`src/rtl/multicycle_controller.sv`:
```
// rtl/multicycle_controller.sv - multicycle RISC-V subset control FSM
// Enables are gated by reset so that nothing fires while reset is held low.
module multicycle_controller #(
    parameter bit HALT_ON_ILLEGAL = 1'b1
) (
    input  logic       clk,
    input  logic       reset,
    input  logic [6:0] opcode,
    input  logic       zero,
    input  logic       mem_ready,
    output logic       pc_write,
    output logic       adr_src,
    output logic       ir_write,
    output logic       mem_write,
    output logic       reg_write,
    output logic [1:0] result_src,
    output logic [1:0] alu_src_a,
    output logic [1:0] alu_src_b,
    output logic [1:0] alu_op,
    output logic [2:0] imm_src,
    output logic [3:0] state,
    output logic       retire,
    output logic       halted
);
    typedef enum logic [3:0] {
        FETCH    = 4'd0,
        DECODE   = 4'd1,
        MEMADR   = 4'd2,
        MEMREAD  = 4'd3,
        MEMWB    = 4'd4,
        MEMWRITE = 4'd5,
        EXECR    = 4'd6,
        EXECI    = 4'd7,
        ALUWB    = 4'd8,
        BEQ      = 4'd9,
        JAL      = 4'd10,
        LUI      = 4'd11,
        ILLEGAL  = 4'd12
    } state_t;

    localparam logic [6:0] OP_LOAD  = 7'b0000011;
    localparam logic [6:0] OP_STORE = 7'b0100011;
    localparam logic [6:0] OP_R     = 7'b0110011;
    localparam logic [6:0] OP_I     = 7'b0010011;
    localparam logic [6:0] OP_BEQ   = 7'b1100011;
    localparam logic [6:0] OP_JAL   = 7'b1101111;
    localparam logic [6:0] OP_LUI   = 7'b0110111;

    state_t state_q, state_d;
    logic   pcw, irw, mw, rw, ret, hlt;

    always_comb begin
        state_d = state_q;
        case (state_q)
            FETCH:    if (mem_ready) state_d = DECODE;
            DECODE: begin
                case (opcode)
                    OP_LOAD, OP_STORE: state_d = MEMADR;
                    OP_R:              state_d = EXECR;
                    OP_I:              state_d = EXECI;
                    OP_BEQ:            state_d = BEQ;
                    OP_JAL:            state_d = JAL;
                    OP_LUI:            state_d = LUI;
                    default:           state_d = ILLEGAL;
                endcase
            end
            MEMADR:   state_d = (opcode == OP_LOAD) ? MEMREAD : MEMWRITE;
            MEMREAD:  if (mem_ready) state_d = MEMWB;
            MEMWB:    state_d = FETCH;
            MEMWRITE: if (mem_ready) state_d = FETCH;
            EXECR:    state_d = ALUWB;
            EXECI:    state_d = ALUWB;
            ALUWB:    state_d = FETCH;
            BEQ:      state_d = FETCH;
            JAL:      state_d = ALUWB;
            LUI:      state_d = FETCH;
            ILLEGAL:  if (!HALT_ON_ILLEGAL) state_d = FETCH;
            default:  state_d = ILLEGAL;
        endcase
    end

    always_ff @(posedge clk or negedge reset) begin
        if (!reset) state_q <= FETCH;
        else        state_q <= state_d;
    end

    always_comb begin
        pcw        = 1'b0;
        irw        = 1'b0;
        mw         = 1'b0;
        rw         = 1'b0;
        ret        = 1'b0;
        hlt        = 1'b0;
        adr_src    = 1'b0;
        result_src = 2'b00;
        alu_src_a  = 2'b00;
        alu_src_b  = 2'b00;
        alu_op     = 2'b00;
        case (state_q)
            FETCH: begin
                alu_src_b  = 2'b10;
                result_src = 2'b10;
                pcw        = mem_ready;
                irw        = mem_ready;
            end
            DECODE: begin
                alu_src_a = 2'b01;
                alu_src_b = 2'b01;
            end
            MEMADR: begin
                alu_src_a = 2'b10;
                alu_src_b = 2'b01;
            end
            MEMREAD:  adr_src = 1'b1;
            MEMWB: begin
                result_src = 2'b01;
                rw         = 1'b1;
                ret        = 1'b1;
            end
            MEMWRITE: begin
                adr_src = 1'b1;
                mw      = 1'b1;
                ret     = mem_ready;
            end
            EXECR: begin
                alu_src_a = 2'b10;
                alu_op    = 2'b10;
            end
            EXECI: begin
                alu_src_a = 2'b10;
                alu_src_b = 2'b01;
                alu_op    = 2'b10;
            end
            ALUWB: begin
                rw  = 1'b1;
                ret = 1'b1;
            end
            BEQ: begin
                alu_src_a = 2'b10;
                alu_op    = 2'b01;
                pcw       = zero;
                ret       = 1'b1;
            end
            // The link value old PC + 4 is formed here and written in ALUWB.
            JAL: begin
                alu_src_a = 2'b01;
                alu_src_b = 2'b10;
                pcw       = 1'b1;
            end
            LUI: begin
                result_src = 2'b11;
                rw         = 1'b1;
                ret        = 1'b1;
            end
            ILLEGAL:  hlt = 1'b1;
            default:  ;
        endcase
    end

    always_comb begin
        case (opcode)
            OP_STORE: imm_src = 3'b001;
            OP_BEQ:   imm_src = 3'b010;
            OP_JAL:   imm_src = 3'b011;
            OP_LUI:   imm_src = 3'b100;
            default:  imm_src = 3'b000;
        endcase
    end

    assign pc_write  = reset & pcw;
    assign ir_write  = reset & irw;
    assign mem_write = reset & mw;
    assign reg_write = reset & rw;
    assign retire    = reset & ret;
    assign halted    = reset & hlt;
    assign state     = state_q;
endmodule

```
`config.mk`:
```
export PLATFORM = sky130hd
export DESIGN_NAME = multicycle_controller
export DESIGN_NICKNAME = d
export VERILOG_FILES = /design/src/rtl/multicycle_controller.sv
export SDC_FILE = /design/constraint.sdc
export NUM_CORES = 1
export LEC_CHECK = 0
export BUFFER_PORTS_ARGS = -buffer_cell sky130_fd_sc_hd__buf_2
export CAP_MARGIN = 20
export CELL_PAD_IN_SITES_DETAIL_PLACEMENT = 1
export CELL_PAD_IN_SITES_GLOBAL_PLACEMENT = 2
export CORE_ASPECT_RATIO = 1.75
export CORE_MARGIN = 2
export CORE_UTILIZATION = 22
export DETAILED_ROUTE_END_ITERATION = 6
export PLACE_DENSITY = 0.88
export SLEW_MARGIN = 20
export SYNTH_ARGS = -nofsm -noshare
export SYNTH_HDL_FRONTEND = slang
export SYNTH_SLANG_ARGS = --single-unit
```
`constraint.sdc`:
```
create_clock -name clk -period 1.85 [get_ports clk]
set_input_delay 0.2775 -clock clk [delete_from_list [all_inputs] [get_ports clk]]
set_output_delay 0.2775 -clock clk [all_outputs]
set_load 0.01 [all_outputs]
```
==> results.py <==
metrics = {
    "cells_and_area": {
        "multi_input_area_um2": 509,
        "fin_cells": 162,
        "nFillCells": 395,
        "areaGrowthSynthToFinish_pct": 38.1,
        "drive_above_1_share_pct": 37.3,
        "register_area_um2": 105,
        "diodes": 0,
        "final_common_cell": "buf_2",
        "nets": 147,
        "layout_common_cells": "buf_2 (32), nor2_1 (13), nand2_1 (11)",
        "largest_register_ffs": 4,
    },
    "grt": {
        "grt_pass1_wl_um": 3970,
        "grt_use_total_pct": 14.7,
        "first_global_vias": 883,
        "antenna_found_initial": 0,
        "grtUsageMet1_pct": 17.8,
        "grtUsageMet2_pct": 25.1,
        "grt_max_degree": 20,
        "globalRouteMet3Util_pct": 1.42,
        "gr-max-usage-layer": "met2",
        "grt.overflow.total": 0,
    },
    "place": {
        "placedCellCount": 158,
        "port_buffers": 32,
        "dp_hpwl_um": 1870,
        "pre_cts_ws_ns": 0.177,
        "gp_congestion": 0.904,
    },
    "clocking": {
        "cts_setup_buffers": 0,
        "clk_pin_slew_ns": 0.03,
        "cts.sinks": 4,
        "cts_buffers": 3,
        "root_buffer": "clkbuf_8",
        "cts_buffer_depth": 2,
        "cts_tree": "done",
        "clk_latency_ns": 0.22,
        "htree_levels": 1,
    },
    "drt": {
        "drt_iter0_markers": 12,
        "wl_per_cell_um": 15.0,
        "drc": 0,
        "wl_um": 2420,
        "ant_nets": 0,
        "viasPerCell": 5.43,
        "vias": 880,
        "drtPass1Iterations": 4,
    },
    "timing": {
        "finalCriticalPeriod_ns": 1.76,
        "finalHoldViolations": 0,
        "setup_ws_ns": 0.0867,
        "slew_viol_final": 0,
        "setup-violations-final": 0,
        "tightestPinTransition_ns": 0.432,
        "min_period_over_period_pct": 95.3,
        "tns_ns": 0,
        "fmax_mhz": 567,
        "rsz0062_at_grt": "false",
        "slew_headroom_pct": 70.8,
        "skew_ns": 0.00236,
    },
    "setup_path": {
        "timing.rr.start": "state[0]$_DFFE_PN0P_",
        "critPathMaxFanout": 19,
        "arrival_ns": 1.49,
        "start_kind": "flip-flop",
        "timing_worst_setup_path_type": "reg -> out",
        "crit_required_ns": 1.57,
        "worst-r2r-cell-count": 4,
        "endpoint_kind": "output pin",
        "cp-startpoint": "state[3]$_DFFE_PN0P_",
    },
    "pwr": {
        "power_density_nw_per_um2": 1230,
        "power.total_mw": 1.11,
        "ir_worst_vdd_uv": 438,
        "p_leak_nw": 0.430,
    },
    "synthesis": {
        "syn_nets": 112,
        "ys_seq_area_share_pct": 15.3,
        "netlist_instances": 101,
        "synth_warnings": 0,
        "netlist_area_um2": 653,
        "synth_area_leader_cell": "dfrtp_1",
        "synth_cell_types": 36,
        "ys_ff_latch": 4,
        "ys_top_cells_by_area": "dfrtp_1 (15%), nor2_1 (7.5%), nor3_1 (6.9%), nand2_1 (6.3%), a21oi_1 (5.4%)",
        "synth_area_per_cell_um2": 6.47,
        "synth_top_cell_area_share_pct": 15.3,
    },
    "floorplanning": {
        "dieArea_um2": 3440,
        "pin_count": 33,
        "initial_core_util_pct": 22.8,
        "design.core.area_um2": 2860,
        "die_y_um": 76.1,
        "die_w_um": 45.2,
        "fp-row-count": 26,
    },
    "min_path": {
        "min_from": "opcode[3]",
        "hold_path_class": "in -> reg",
        "holdPathStages": 2,
    },
    "status": {
        "status": "completed",
    },
    "flow_run": {
        "cap_violations": 0,
    },
}
==> what timing repair did <==
action                                  in CTS  in global routing
gates resized for setup                      1                  4
endpoints found under the setup margin       1                  7
hold buffers                                 1                  0
endpoints found under the hold margin        4                  0
==> layout make-up <==
cell class	instances	area share (%)
multi-input cells	87	56.4
well taps	28	3.88
repair buffers	37	22.2
inverters	3	1.25
clock buffers	3	4.58
flip-flops and latches	4	11.7
==> logic make-up (layout without fill, tap and decap cells) <==
logic type / count (synthesis) / in the layout / synth area share, %
AO/OA/AOI/OAI: 27 / 27 / 28.9
flip-flops: 4 / 4 / 15.3
XOR/XNOR: 6 / 6 / 8.05
AND/OR/NAND/NOR: 54 / 54 / 40.6
buffers and inverters: 10 / 43 / 7.09
==> through the flow <==
step	area, µm²	util, %	hold WS [ns]
after floorplan	653	-	-0.0181
after global routing	902	31.5	0.414
final	902	31.5	0.378
after global placement	843	29.5	0.118
after CTS	896	31.3	0.361
after detailed placement	843	29.5	0.122
==> path summary, 6_finish.rpt <==
path	endpoint	slack, ns
setup / recovery	pc_write	0.09
hold / removal	state[0]$_DFFE_PN0P_	0.38
setup reg to reg	state[2]$_DFFE_PN0P_	0.23
hold reg to reg	state[1]$_DFFE_PN0P_	0.74
max in group asynchronous	state[3]$_DFFE_PN0P_	1.24
min in group asynchronous	state[2]$_DFFE_PN0P_	0.43
==> power by group <==
part,total [mW],switching [mW],internal (mW)
combinational,0.690,0.383,0.308
sequential,0.235,0.115,0.121
clock,0.182,0.0433,0.139
==> Yosys cell counts <==
| library cell | count |
|---|---|
| clkbuf_1 | 5 |
| and2_1 | 1 |
| o41ai_1 | 1 |
| dfrtp_1 | 4 |
| or3_1 | 2 |
| o211ai_1 | 2 |
| or4_4 | 1 |
| o32ai_1 | 1 |
| buf_6 | 1 |
| a22oi_1 | 1 |
| nor3_1 | 9 |
| and3_1 | 1 |
| o21ai_1 | 2 |
| or2_1 | 1 |
| o31a_1 | 1 |
| nor2b_1 | 3 |
| a21boi_1 | 1 |
| nand3_1 | 5 |
| nor4_1 | 1 |
| nand2b_1 | 4 |
| nor2_1 | 13 |
| o21ai_0 | 3 |
| o32a_1 | 1 |
| xor2_1 | 2 |
| a21o_1 | 1 |
| or2_2 | 2 |
| inv_2 | 2 |
| buf_2 | 1 |
| nand2_1 | 11 |
| a211oi_1 | 2 |
| o21a_1 | 2 |
| xnor2_1 | 4 |
| a21oi_1 | 7 |
| o311ai_2 | 1 |
| o22a_1 | 1 |
| inv_1 | 1 |
==> metal layers <==
layer | vias to the layer above | wire length, µm
met2 | 43 | 1260
met1 | 409 | 978
met3 | 4 | 151
met5 | - | 0
li1 | 424 | -
met4 | 0 | 34
==> worst max-delay path, cell delays in order (launching register included) <==
cell and delay [ns]:
dfrtp_2 0.51, o31a_1 0.32, o21ai_0 0.13, and3_1 0.17, buf_2 0.13
Power figures use the tool's default switching activity.
